`config.mk`:
```
export PLATFORM = sky130hd
export DESIGN_NAME = operate_issue
export DESIGN_NICKNAME = d
export VERILOG_FILES = /design/src/rtl/operate_pkg.sv /design/src/rtl/operate_issue_cc_gen.sv /design/src/rtl/operate_issue.sv
export SDC_FILE = /design/constraint.sdc
export NUM_CORES = 1
export LEC_CHECK = 0
export ABC_AREA = 0
export CAP_MARGIN = 20
export CORE_MARGIN = 5
export CORE_UTILIZATION = 30
export CTS_BUF_LIST = sky130_fd_sc_hd__clkbuf_16
export CTS_CLUSTER_DIAMETER = 60
export DETAILED_ROUTE_END_ITERATION = 8
export PLACE_DENSITY = 0.67
export REMOVE_ABC_BUFFERS = 1
export SYNTH_ARGS = -nofsm -noshare
export SYNTH_HDL_FRONTEND = slang
export SYNTH_SLANG_ARGS = --single-unit
```
`constraint.sdc`:
```
create_clock -name clk -period 1.5 [get_ports clk]
set_input_delay 0.225 -clock clk [delete_from_list [all_inputs] [get_ports clk]]
set_output_delay 0.225 -clock clk [all_outputs]
set_load 0.03 [all_outputs]
```
`src/rtl/operate_pkg.sv`:
```
// operate_pkg
// Shared definitions for the LC-3b operate-instruction issue path: the
// instruction opcodes, the ALU operation codes (the same encoding the ALU
// and its input mux use), the sequencer state encoding, and a decode
// helper that turns an instruction word plus its second register operand
// into the ALU controls.
package operate_pkg;

    localparam logic [3:0] OP_ADD = 4'b0001;
    localparam logic [3:0] OP_AND = 4'b0101;
    localparam logic [3:0] OP_XOR = 4'b1001;
    localparam logic [3:0] OP_SHF = 4'b1101;

    typedef enum logic [2:0] {
        ALU_ADD   = 3'd0,
        ALU_AND   = 3'd1,
        ALU_NOT   = 3'd2,
        ALU_XOR   = 3'd3,
        ALU_LSHF  = 3'd4,
        ALU_RSHFL = 3'd5,
        ALU_RSHFA = 3'd6,
        ALU_ZERO  = 3'd7
    } alu_op_t;

    typedef enum logic [1:0] {
        ST_IDLE = 2'd0,
        ST_READ = 2'd1,
        ST_EXEC = 2'd2,
        ST_WB   = 2'd3
    } state_t;

    typedef struct packed {
        logic        supported;
        alu_op_t     op;
        logic [15:0] in2;
        logic [3:0]  shift;
    } decode_t;

    // Anything that is not a recognised operate encoding comes back with
    // supported=0 and the ALU told to produce zero.
    function automatic decode_t decode(input logic [15:0] ir, input logic [15:0] opb);
        decode_t     d;
        logic [15:0] imm5;
        logic [15:0] src2;
        imm5        = {{11{ir[4]}}, ir[4:0]};
        src2        = ir[5] ? imm5 : opb;
        d.supported = 1'b0;
        d.op        = ALU_ZERO;
        d.in2       = 16'h0000;
        d.shift     = 4'h0;
        case (ir[15:12])
            OP_ADD: begin
                d.supported = 1'b1;
                d.op        = ALU_ADD;
                d.in2       = src2;
            end
            OP_AND: begin
                d.supported = 1'b1;
                d.op        = ALU_AND;
                d.in2       = src2;
            end
            OP_XOR: begin
                // XOR with immediate all-ones is the NOT encoding.
                d.supported = 1'b1;
                d.in2       = src2;
                d.op        = (ir[5] && (ir[4:0] == 5'b11111)) ? ALU_NOT : ALU_XOR;
            end
            OP_SHF: begin
                d.shift = ir[3:0];
                case (ir[5:4])
                    2'b00: begin
                        d.supported = 1'b1;
                        d.op        = ALU_LSHF;
                    end
                    2'b01: begin
                        d.supported = 1'b1;
                        d.op        = ALU_RSHFL;
                    end
                    2'b11: begin
                        d.supported = 1'b1;
                        d.op        = ALU_RSHFA;
                    end
                    default: begin
                        d.supported = 1'b0;
                        d.op        = ALU_ZERO;
                    end
                endcase
            end
            default: begin
                d.supported = 1'b0;
                d.op        = ALU_ZERO;
            end
        endcase
        return d;
    endfunction

endpackage

```
`src/rtl/operate_issue_cc_gen.sv`:
```
// cc_gen
// Combinational N/Z/P condition-code generator for a 16-bit value.
// Ports:
//   value  in  16  value being written to a register
//   n      out  1  value is negative
//   z      out  1  value is zero
//   p      out  1  value is strictly positive
module cc_gen
    import operate_pkg::*;
(
    input  logic [15:0] value,
    output logic        n,
    output logic        z,
    output logic        p
);

    always_comb begin
        n = value[15];
        z = (value == 16'h0000);
        p = ~value[15] & (value != 16'h0000);
    end

endmodule

```
`src/rtl/operate_issue.sv`:
```
// operate_issue
// Four-cycle issue/write-back sequencer for LC-3b operate instructions
// (ADD, AND, XOR/NOT, SHF). One instruction is accepted in IDLE, its
// operands are read in READ, the ALU is driven in EXEC and the result is
// written back with condition codes in WB.
// Ports:
//   clk, rst_n            clock, asynchronous active-low reset
//   inst_valid/ready/inst instruction handshake (ready only in IDLE)
//   rf_raddr1/2, rf_rdata1/2  register-file read port (combinational data)
//   alu_in1/in2/op/shift  ALU controls, live in EXEC, held otherwise
//   alu_out               ALU result
//   rf_we/waddr/wdata     register-file write port, pulsed in WB
//   cc_n/z/p              condition codes
//   done, err             retire pulses for supported / unsupported
module operate_issue
    import operate_pkg::*;
(
    input  logic        clk,
    input  logic        rst_n,
    input  logic        inst_valid,
    output logic        inst_ready,
    input  logic [15:0] inst,
    output logic [2:0]  rf_raddr1,
    output logic [2:0]  rf_raddr2,
    input  logic [15:0] rf_rdata1,
    input  logic [15:0] rf_rdata2,
    output logic [15:0] alu_in1,
    output logic [15:0] alu_in2,
    output logic [2:0]  alu_op,
    output logic [3:0]  alu_shift,
    input  logic [15:0] alu_out,
    output logic        rf_we,
    output logic [2:0]  rf_waddr,
    output logic [15:0] rf_wdata,
    output logic        cc_n,
    output logic        cc_z,
    output logic        cc_p,
    output logic        done,
    output logic        err
);

    state_t      state;
    state_t      state_next;
    logic [15:0] ir;
    logic [15:0] opa;
    logic [15:0] opb;
    logic [15:0] res;
    decode_t     dec;

    logic [15:0] hold_in1;
    logic [15:0] hold_in2;
    logic [2:0]  hold_op;
    logic [3:0]  hold_shift;

    logic        gen_n;
    logic        gen_z;
    logic        gen_p;

    // ir is stable from READ through WB, so the decode is valid in EXEC
    // and still valid in WB for the supported/unsupported split.
    assign dec = decode(ir, opb);

    assign rf_raddr1 = ir[8:6];
    assign rf_raddr2 = ir[2:0];
    assign rf_waddr  = ir[11:9];
    assign rf_wdata  = res;

    // alu_out is exactly the value captured into res at the end of EXEC,
    // so flags computed from it here are the flags of res, available in
    // the WB cycle itself.
    cc_gen u_cc_gen (
        .value (alu_out),
        .n     (gen_n),
        .z     (gen_z),
        .p     (gen_p)
    );

    always_ff @(posedge clk or negedge rst_n) begin
        if (!rst_n) begin
            state <= ST_IDLE;
        end else begin
            state <= state_next;
        end
    end

    always_comb begin
        state_next = state;
        case (state)
            ST_IDLE: if (inst_valid) state_next = ST_READ;
            ST_READ: state_next = ST_EXEC;
            ST_EXEC: state_next = ST_WB;
            ST_WB:   state_next = ST_IDLE;
            default: state_next = ST_IDLE;
        endcase
    end

    always_comb begin
        inst_ready = (state == ST_IDLE);
        rf_we      = 1'b0;
        done       = 1'b0;
        err        = 1'b0;
        alu_in1    = hold_in1;
        alu_in2    = hold_in2;
        alu_op     = hold_op;
        alu_shift  = hold_shift;
        case (state)
            ST_EXEC: begin
                alu_in1   = opa;
                alu_in2   = dec.in2;
                alu_op    = dec.op;
                alu_shift = dec.shift;
            end
            ST_WB: begin
                rf_we = dec.supported;
                done  = dec.supported;
                err   = ~dec.supported;
            end
            default: begin
                rf_we = 1'b0;
            end
        endcase
    end

    // Datapath capture: instruction on accept, operands in READ, result
    // and the ALU controls (for holding outside EXEC) in EXEC.
    always_ff @(posedge clk or negedge rst_n) begin
        if (!rst_n) begin
            ir         <= 16'h0000;
            opa        <= 16'h0000;
            opb        <= 16'h0000;
            res        <= 16'h0000;
            hold_in1   <= 16'h0000;
            hold_in2   <= 16'h0000;
            hold_op    <= 3'd0;
            hold_shift <= 4'h0;
        end else begin
            case (state)
                ST_IDLE: begin
                    if (inst_valid) ir <= inst;
                end
                ST_READ: begin
                    opa <= rf_rdata1;
                    opb <= rf_rdata2;
                end
                ST_EXEC: begin
                    res        <= alu_out;
                    hold_in1   <= opa;
                    hold_in2   <= dec.in2;
                    hold_op    <= dec.op;
                    hold_shift <= dec.shift;
                end
                default: begin
                    res <= res;
                end
            endcase
        end
    end

    // Condition codes change only for a supported instruction, on the edge
    // that enters WB; a reset in the middle of an instruction restores Z.
    always_ff @(posedge clk or negedge rst_n) begin
        if (!rst_n) begin
            cc_n <= 1'b0;
            cc_z <= 1'b1;
            cc_p <= 1'b0;
        end else if ((state == ST_EXEC) && dec.supported) begin
            cc_n <= gen_n;
            cc_z <= gen_z;
            cc_p <= gen_p;
        end
    end

endmodule

```
# Word-level counts from Yosys, hierarchy flattened
# Index checks and enable logic that the tools add are counted.
# classes
eq_ne	11
muxes	14
bitwise_logic	3
n_reduce_logical	8
# ops
operator	n
2-to-1 mux 16 bit	4
logical NOT 16 bit	1
one-hot mux 4 bit (4 select lines)	1
nonzero test 16 bit	1
one-hot mux 4 bit (3 select lines)	1
== test 4 bit (second input constant)	2
2-to-1 mux 4 bit	2
one-hot mux 2 bit (4 select lines)	1
== test 2 bit (second input constant)	3
== test 5 bit (second input constant)	1
== test 2 x 1 -> 1 bit (second input constant)	2
== test 4 x 1 -> 1 bit (second input constant)	1
== test 4 x 3 -> 1 bit (second input constant)	1
logical NOT 2 bit	2
2-to-1 mux 1 bit	3
2-to-1 mux 3 bit	1
OR reduction 3 bit	1
logical AND 1 bit	2
2-to-1 mux 2 bit	1
!= test 2 bit (second input constant)	1
NOT 1 bit	2
AND reduction 2 bit	1
bitwise AND 1 bit	1
# totals
regBits	108
inputBits	67
out_inout_bits	71
elab_cells	48

# Depth between registers and ports, before layout
# Gate-level depths: netlist (run 1).
# depth
ltp_word	6
ltp_mapped	6
mapped_depth_nobuf	5

# Hierarchy
# Synthesis (run 1) repeated with hierarchy kept, for this count alone.
# unflattened
hier_cells	297
area_unflattened_um2	4428.0
# by_module_without_submodules
module	n_inst	cells_per_inst	area_each_um2	seq_area_each_um2
operate_issue	1	290	4377.9	2703.8
cc_gen	1	7	50.0	0.0

# Least setup slack after synthesis (run 1)
# Ideal clock, no wire load.
# synth_timing
kind	flip-flop to output port
from	register state[0]
to	output alu_in2[10]
arrival_time_ns	1.617
required_time_ns	1.275
path_slack_ns	-0.342
stages_incl_launch_ff	7
cell_sequence	dfrtp_1 inv_1 ha_1 and3b_2 nand2_2 buf_6 o2bb2ai_1
# synth_between
elab_chain_cells	2
# synth_lines
item	line	text
start: declaration	operate_issue.sv:42	state_t state;
start signal: assignment	operate_issue.sv:82	state <= state_next;
== test 2 bit	operate_issue.sv:106	case (state)
2-to-1 mux 16 bit	operate_issue.sv:106	
end: declaration	operate_issue.sv:28	output logic [15:0] alu_in2,
# No other way between the ends.

# Worst setup path in the final report (run 1)
# layout_timing
from	register state[0]
to	output alu_in2[7]
# Same word-level chain as after synthesis.

==> out/qor.json, run 1 <==
{
  "result_of_the_run": {"value": "finished, violations left"},
  "violated_checks": {"value": "negative setup slack"},
  "syn_inst": {"value": 298},
  "ant_nets": {"value": 0},
  "grt_pass1_vias": {"value": 3599},
  "detailroute.via_count": {"value": 3124},
  "worst-endpoint-required": {"value": 1270, "unit": "ps"},
  "switchingPower": {"value": 6.99, "unit": "mW"},
  "coreArea": {"value": 0.0145, "unit": "sq mm"},
  "dieWidth": {"value": 131, "unit": "um"},
  "fillers": {"value": 1227},
  "combinationalPowerShare": {"value": 58.2, "unit": "%"},
  "max_slew_violation_count": {"value": 0},
  "ys_types": {"value": 31},
  "drtPass1Iterations": {"value": 3},
  "async_flop_share": {"value": 100, "unit": "%"},
  "post_synth_mux_area_share": {"value": 22.0, "unit": "%"},
  "layout.core_utilization": {"value": 52.0, "unit": "%"},
  "h-tree-depth": {"value": 3},
  "worst_ir_drop_vdd": {"value": 1.64, "unit": "mV"},
  "globalRouteTotalUtil": {"value": 14.3, "unit": "%"},
  "synth_seq_area_share": {"value": 61.2, "unit": "%"},
  "antennaDiodeCount": {"value": 0},
  "seqPwrFrac": {"value": 27.7, "unit": "%"},
  "placed_cells_incl_taps": {"value": 634},
  "r2r_setup_slack": {"value": -330, "unit": "ps"},
  "category_of_the_most_critical_setup_path": {"value": "flip-flop to primary output"},
  "initial_core_util": {"value": 30.5, "unit": "%"},
  "clock_path_buffers": {"value": 2},
  "worst_setup_path_start_kind": {"value": "flip-flop"},
  "crit_chain": {"value": "inv_2 -> ha_4 -> buf_12 -> and3b_2 -> nand2_4 -> buf_16 -> o2bb2ai_4 -> buf_6"},
  "unrepaired_setup_endpoints_after_global_routing": {"value": "yes"},
  "power_leakage": {"value": 3.30, "unit": "nW"},
  "cts_tree": {"value": "done"},
  "max_cap_violations": {"value": 0},
  "max_freq": {"value": 473, "unit": "MHz"},
  "hold_fails_final_rpt": {"value": 0},
  "power.share.clock": {"value": 14.1, "unit": "%"},
  "finalSetupViolations": {"value": 105},
  "critical-path-slowest-cell": {"value": "sky130_fd_sc_hd__dfrtp_1"},
  "ys_ff_latch": {"value": 108},
  "ctsRootBufferMaster": {"value": "sky130_fd_sc_hd__clkbuf_16"},
  "endpoint_kind": {"value": "primary output"},
  "hpwl_after_detailed_placement": {"value": 8.07, "unit": "mm"},
  "sinks_on_clock_net": {"value": 108},
  "min-delay-path-class": {"value": "primary input to async pin"},
  "final_cells": {"value": 678},
  "detailedRoute.firstIterationViolations": {"value": 63},
  "synth-edff-count": {"value": 0},
  "syn-cell-area": {"value": 0.00442, "unit": "sq mm"},
  "worstPathMaxFanout": {"value": 8},
  "avgRoutedWirePerCell": {"value": 18.3, "unit": "um"},
  "worst-slew-pin-transition": {"value": 514, "unit": "ps"},
  "worst_ep_arrival_time": {"value": 1890, "unit": "ps"},
  "cts_buffers": {"value": 9},
  "synth-xor-area-share": {"value": 0, "unit": "%"},
  "grt_start_max_net_pins": {"value": 33},
  "synth_fa_ha_area_share": {"value": 1.70, "unit": "%"},
  "multi_input_area": {"value": 0.00201, "unit": "sq mm"},
  "die_y": {"value": 131, "unit": "um"},
  "drt-vias-per-instance": {"value": 4.61},
  "yosysWarningCount": {"value": 0},
  "grt_pass1_wl": {"value": 19.6, "unit": "mm"},
  "synthSimpleGateAreaFrac": {"value": 3.40, "unit": "%"},
  "weighted_congestion_reported_at_the_end_of_routability_driven_placement": {"value": 0.744},
  "synth_flop_cell": {"value": "sky130_fd_sc_hd__dfrtp_1"},
  "final_period_minus_worst_setup_slack": {"value": 2110, "unit": "ps"},
  "layout.nets": {"value": 562},
  "floorplan.io_pins": {"value": 138},
  "total_power": {"value": 17.9, "unit": "mW"},
  "synth_top_family_by_area": {"value": "multiplexers"},
  "worst_setup_hold_path_clk_slew": {"value": 70, "unit": "ps"},
  "post_synthesis_compound_gate_area_fraction": {"value": 6.97, "unit": "%"},
  "overflow": {"value": 0},
  "syn_to_final_growth": {"value": 70.3, "unit": "%"},
  "drive_gt1_share": {"value": 50.6, "unit": "%"},
  "port_buffers": {"value": 137},
  "final_critical_path_setup_slack": {"value": -615, "unit": "ps"},
  "power.density_cell_area": {"value": 2380, "unit": "mW/mm^2"},
  "share_of_the_clock_period_used_by_the_worst_path_after_layout": {"value": 141, "unit": "%"},
  "placementRows": {"value": 44},
  "clock_skew": {"value": 12.8, "unit": "ps"},
  "relSlewSlack": {"value": 65.7, "unit": "%"},
  "total_internal_power": {"value": 10.9, "unit": "mW"},
  "insertion_delay": {"value": 350, "unit": "ps"},
  "route.detailed.drc": {"value": 0},
  "critical_path.max_stage_delay": {"value": 390, "unit": "ps"},
  "synth.avg_cell_area": {"value": 14.8, "unit": "sq um"},
  "seqCellArea": {"value": 0.00270, "unit": "sq mm"},
  "totalWireLength": {"value": 12.4, "unit": "mm"},
  "design.die.area": {"value": 0.0173, "unit": "sq mm"},
  "switching_share": {"value": 39.0, "unit": "%"},
  "antenna_found_initial": {"value": 0}
}
state kept, by name (all words and copies together) (netlist names):
signal	flops
hold_op	3
rf_wdata	16
opa	16
cc_z	1
opb	16
hold_in1	16
ir	16
hold_in2	16
hold_shift	4
cc_p	1
cc_n	1
state	2
per-layer routing:
layer	global-route usage, %	up-vias	routed length (um)
li1	-	1448	-
met1	16.3	1590	4990
met2	25.6	75	6710
met3	5.05	11	611
met4	3.31	0	117
met5	0	-	0
per-stage QoR:
step                      area (sq um)  setup slack [ps]  TNS, ps  hold slack [ps]
after global routing              7520              -688   -35970              388
final                             7520              -615   -28260              354
after floorplan                   4240             -1220   -91940            -70.6
after CTS                         7340              -608   -24970              358
after global placement            6220              -468   -17080              190
after detailed placement          6220              -479   -17590              195
power by group through the flow:
stage | Sequential (mW) | Clock, mW | Combinational, mW
after CTS | 4.94 | 2.62 | 9.97
after floorplan | 5.56 | 0 | 3.96
after global routing | 5.11 | 2.72 | 11.0
after detailed placement | 4.94 | 0 | 8.32
final | 4.95 | 2.53 | 10.4
after global placement | 4.88 | 0 | 8.16
cells in the final DEF, fill, tap and decap left out, types with 2 or more instances in the layout:
cell                                n
sky130_fd_sc_hd__dfrtp_1          107
sky130_fd_sc_hd__nand3b_1           2
sky130_fd_sc_hd__clkbuf_16         10
sky130_fd_sc_hd__inv_1              5
sky130_fd_sc_hd__nand3_1            2
sky130_fd_sc_hd__buf_6             51
sky130_fd_sc_hd__buf_16             5
sky130_fd_sc_hd__buf_12            14
sky130_fd_sc_hd__o31ai_2            2
sky130_fd_sc_hd__mux2_2            60
sky130_fd_sc_hd__nor2_4             2
sky130_fd_sc_hd__a21oi_4            2
sky130_fd_sc_hd__ha_4               3
sky130_fd_sc_hd__buf_8              4
sky130_fd_sc_hd__o21ai_2            2
sky130_fd_sc_hd__ha_1               3
sky130_fd_sc_hd__buf_4             26
sky130_fd_sc_hd__clkdlybuf4s50_1   65
sky130_fd_sc_hd__buf_2             11
sky130_fd_sc_hd__nor4_2             4
sky130_fd_sc_hd__a21oi_1           12
sky130_fd_sc_hd__nand2_4            3
sky130_fd_sc_hd__clkinvlp_4         4
sky130_fd_sc_hd__bufinv_16          2
sky130_fd_sc_hd__mux2_4            21
sky130_fd_sc_hd__a22o_1             4
sky130_fd_sc_hd__mux2i_1            5
sky130_fd_sc_hd__dlygate4sd2_1     27
sky130_fd_sc_hd__o2bb2ai_4         16
sky130_fd_sc_hd__nand4_1            2
final cells by class:
type                       instances  share of cell area [%]
clock buffer                       9                    2.99
clock inverter                     7                    1.21
inverter                           8                   0.516
multi-input combinational        157                    26.7
sequential                       108                    35.9
tap                              184                    3.06
timing repair buffer             205                    29.6
worst paths after layout:
| path | end | start | cells past startpoint |
|---|---|---|---|
| max | alu_in2[7] | state[0] | 8 |
| min | opb[3] | rst_n | 2 |
| max reg2reg | cc_n | state[1] | 8 |
| min reg2reg | hold_in1[4] | hold_in1[4] | 1 |
| max in group asynchronous | rf_wdata[2] | rst_n | 3 |
| min in group clk | opb[4] | rf_rdata2[4] | 2 |
repair_timing:
action / CTS / global route
endpoints found under the setup margin: 105 / 126
resized for setup: 228 / 37
pin swaps: 23 / 10
setup buffers: 21 / 7
cloned: 5 / 1
hold buffers: 1 / 0
endpoints found under the hold margin: 25 / 0
synth_stat cells, types with 3 or more instances:
master	number	area, sq um
sky130_fd_sc_hd__a22o_1	4	35.0
sky130_fd_sc_hd__mux2_2	80	901
sky130_fd_sc_hd__nor4_2	4	50.1
sky130_fd_sc_hd__a21oi_1	14	70.1
sky130_fd_sc_hd__nand2_2	3	18.8
sky130_fd_sc_hd__dfrtp_1	107	2680
sky130_fd_sc_hd__buf_2	4	20.0
sky130_fd_sc_hd__buf_4	17	128
sky130_fd_sc_hd__o2bb2ai_1	16	140
sky130_fd_sc_hd__nor2_1	3	11.3
sky130_fd_sc_hd__inv_1	8	30.0
sky130_fd_sc_hd__o21ai_0	3	15.0
sky130_fd_sc_hd__mux2i_1	5	50.1
sky130_fd_sc_hd__ha_1	6	75.1
cell families after synthesis:
family                   after synthesis
AO/OA/AOI/OAI                         43
adder cells (fa/ha/maj)                6
buffers and inverters                 33
flip-flops                           108
multiplexers                          87
AND/OR/NAND/NOR                       21
worst max-delay path: cells and delay by family (launching register included):
kind / cells / cell delay [ps]
flip-flops: 1 / 390
adder cells (fa/ha/maj): 1 / 140
AND/OR/NAND/NOR: 2 / 320
AO/OA/AOI/OAI: 1 / 160
buffers and inverters: 4 / 520
Power figures use the tool's default switching activity.
==> run 2: changes to the inputs <==
==> constraint.sdc (replaced) <==
create_clock -name clk -period 1.5 [get_ports clk]
set_input_delay 0.3 -clock clk [delete_from_list [all_inputs] [get_ports clk]]
set_output_delay 0.3 -clock clk [all_outputs]
set_load 0.03 [all_outputs]
==> run 2 against run 1 <==
Compared with the run above:
- the run still ends with negative setup slack left
- core utilization increased by 1.1 points
- critical endpoint is now alu_shift[3]
- clock power decreased by 11%
- critical path type unchanged
- critical path depth increased by 1
- die area unchanged
- sequential power about the same
- largest power group unchanged
==> out/qor.json, run 2 (synthesized netlist as in run 1, its figures left out) <==
{
  "final_critical_path_setup_slack": {"value": -723, "unit": "ps"},
  "worst_ep_arrival_time": {"value": 1920, "unit": "ps"},
  "placementRows": {"value": 44},
  "seqCellArea": {"value": 0.00271, "unit": "sq mm"},
  "drt-vias-per-instance": {"value": 4.66},
  "overflow": {"value": 0},
  "syn_to_final_growth": {"value": 74.0, "unit": "%"},
  "result_of_the_run": {"value": "finished, violations left"},
  "avgRoutedWirePerCell": {"value": 19.2, "unit": "um"},
  "critical_path_cell_count": {"value": 9},
  "max_slew_violation_count": {"value": 0},
  "share_of_the_clock_period_used_by_the_worst_path_after_layout": {"value": 148, "unit": "%"},
  "sinks_on_clock_net": {"value": 108},
  "fillers": {"value": 1181},
  "multi_input_area": {"value": 0.00210, "unit": "sq mm"},
  "worst_setup_path_start_kind": {"value": "flip-flop"},
  "max_cap_violations": {"value": 0},
  "cts_buffers": {"value": 9},
  "crit_family": {"value": "buffers and inverters"},
  "fin_tns_setup": {"value": -30310, "unit": "ps"},
  "die_y": {"value": 131, "unit": "um"},
  "weighted_congestion_reported_at_the_end_of_routability_driven_placement": {"value": 0.739},
  "min-delay-path-class": {"value": "primary input to async pin"},
  "power_leakage": {"value": 3.43, "unit": "nW"},
  "power.share.clock": {"value": 12.4, "unit": "%"},
  "layout.core_utilization": {"value": 53.1, "unit": "%"},
  "combinationalPowerShare": {"value": 60.4, "unit": "%"},
  "hold_fails_final_rpt": {"value": 0},
  "final_period_minus_worst_setup_slack": {"value": 2220, "unit": "ps"},
  "worst_setup_hold_path_clk_slew": {"value": 70, "unit": "ps"},
  "grt_pass1_wl": {"value": 21.1, "unit": "mm"},
  "cts_tree": {"value": "done"},
  "detailroute.via_count": {"value": 3217},
  "finalSetupViolations": {"value": 125},
  "relSlewSlack": {"value": 73.1, "unit": "%"},
  "clock_path_buffers": {"value": 2},
  "globalRouteTotalUtil": {"value": 15.4, "unit": "%"},
  "floorplan.io_pins": {"value": 138},
  "dieWidth": {"value": 131, "unit": "um"},
  "insertion_delay": {"value": 350, "unit": "ps"},
  "most_used_cells_in_the_layout_excluding_fill_and_tap_cells": {"value": "106 x sky130_fd_sc_hd__dfrtp_1, 65 x sky130_fd_sc_hd__clkdlybuf4s50_1, 58 x sky130_fd_sc_hd__buf_6"},
  "antennaDiodeCount": {"value": 0},
  "place_ws": {"value": -563, "unit": "ps"},
  "seqPwrFrac": {"value": 27.2, "unit": "%"},
  "ant_nets": {"value": 0},
  "drtPass1Iterations": {"value": 4},
  "totalWireLength": {"value": 13.2, "unit": "mm"},
  "grt_start_max_net_pins": {"value": 37},
  "route.detailed.drc": {"value": 0},
  "switchingPower": {"value": 7.14, "unit": "mW"},
  "switching_share": {"value": 39.0, "unit": "%"},
  "port_buffers": {"value": 137},
  "category_of_the_most_critical_setup_path": {"value": "flip-flop to primary output"},
  "worst_ir_drop_vdd": {"value": 1.53, "unit": "mV"},
  "grt_pass1_vias": {"value": 3767},
  "h-tree-depth": {"value": 3},
  "initial_core_util": {"value": 30.5, "unit": "%"},
  "detailedRoute.firstIterationViolations": {"value": 128},
  "clock_skew": {"value": 5.54, "unit": "ps"},
  "hpwl_after_detailed_placement": {"value": 8.04, "unit": "mm"},
  "layout.nets": {"value": 575},
  "endpoint_kind": {"value": "primary output"},
  "worst-endpoint-required": {"value": 1200, "unit": "ps"},
  "layout_commonest_cell": {"value": "sky130_fd_sc_hd__dfrtp_1"},
  "unrepaired_setup_endpoints_after_global_routing": {"value": "yes"},
  "coreArea": {"value": 0.0145, "unit": "sq mm"},
  "violated_checks": {"value": "negative setup slack"},
  "worst-slew-pin-transition": {"value": 404, "unit": "ps"},
  "critical_path_buf_inv_count": {"value": 7},
  "crit_chain": {"value": "inv_2 -> ha_4 -> buf_12 -> buf_8 -> clkinvlp_4 -> buf_6 -> buf_12 -> a22o_4 -> buf_6"},
  "worstPathMaxFanout": {"value": 6},
  "max_freq": {"value": 450, "unit": "MHz"},
  "power.density_cell_area": {"value": 2380, "unit": "mW/mm^2"},
  "drive_gt1_share": {"value": 52.8, "unit": "%"},
  "total_internal_power": {"value": 11.2, "unit": "mW"},
  "worst_r2r_path_depth": {"value": 9},
  "critical-path-slowest-cell": {"value": "sky130_fd_sc_hd__dfrtp_1"},
  "design.die.area": {"value": 0.0173, "unit": "sq mm"},
  "antenna_found_initial": {"value": 0},
  "critical_path.max_stage_delay": {"value": 390, "unit": "ps"},
  "ctsRootBufferMaster": {"value": "sky130_fd_sc_hd__clkbuf_16"}
}
## run 2: cell type report
class,count,area share [%]
Sequential cell,108,35.2
Timing Repair Buffer,218,30.4
Multi-Input combinational cell,157,27.3
Tap cell,184,2.99
Clock buffer,9,2.93
Clock inverter,6,0.651
Inverter,8,0.505
## run 2: timing repair
| item | CTS | global route |
|---|---|---|
| setup endpoints to repair | 133 | 135 |
| hold buffers | 1 | 0 |
| hold endpoints to repair | 23 | 0 |
| pin swaps | 30 | 20 |
| gates resized for setup | 248 | 62 |
| gates cloned | 6 | 1 |
| buffers inserted | 37 | 13 |
## run 2: per-stage QoR
stage | cells | power (mW) | hold slack, ps | cell area, sq um
after detailed placement | 637 | 13.3 | 255 | 6220
after floorplan | 273 | 9.52 | 4.41 | 4240
final | 690 | 18.3 | 421 | 7690
after global placement | 637 | 13.1 | 254 | 6220
after CTS | 690 | 18.0 | 416 | 7570
after global routing | 690 | 19.3 | 453 | 7690
## run 2: routing by layer
| metal | vias to the layer above | global-route usage [%] | part of all wire, % |
|---|---|---|---|
| li1 | 1473 | - | - |
| met1 | 1644 | 18.5 | 42 |
| met2 | 80 | 26.3 | 52 |
| met3 | 20 | 4.36 | 4.5 |
| met4 | 0 | 5.94 | 2.0 |
| met5 | - | 0 | 0 |
## run 2: worst paths after layout
kind / start / endpoint / slack, ps
setup / recovery: state[0] / alu_shift[3] / -720
hold / removal: rst_n / hold_in2[1] / 420
setup reg to reg: state[1] / hold_in2[2] / -310
hold reg to reg: cc_z / cc_z / 470
max in group asynchronous: rst_n / opb[3] / 540
min in group clk: cc_z / cc_z / 470
## run 2: worst reg2reg max path, stage by stage, from the launching register on
cell and delay [ps]:
sky130_fd_sc_hd__dfrtp_1 410, sky130_fd_sc_hd__ha_4 180, sky130_fd_sc_hd__buf_12 120, sky130_fd_sc_hd__and3b_2 220, sky130_fd_sc_hd__nand2_4 150, sky130_fd_sc_hd__buf_16 190, sky130_fd_sc_hd__o2bb2ai_4 100, sky130_fd_sc_hd__buf_6 130
sky130_fd_sc_hd__buf_6 100, sky130_fd_sc_hd__buf_6 100
## run 2: power by group through the flow
stage / combinational [mW] / sequential (mW) / clock (mW)
after floorplan: 3.96 / 5.56 / 0
after global placement: 8.23 / 4.85 / 0
after detailed placement: 8.37 / 4.90 / 0
after CTS: 10.7 / 4.92 / 2.36
after global routing: 11.7 / 5.14 / 2.46
final: 11.1 / 4.98 / 2.26
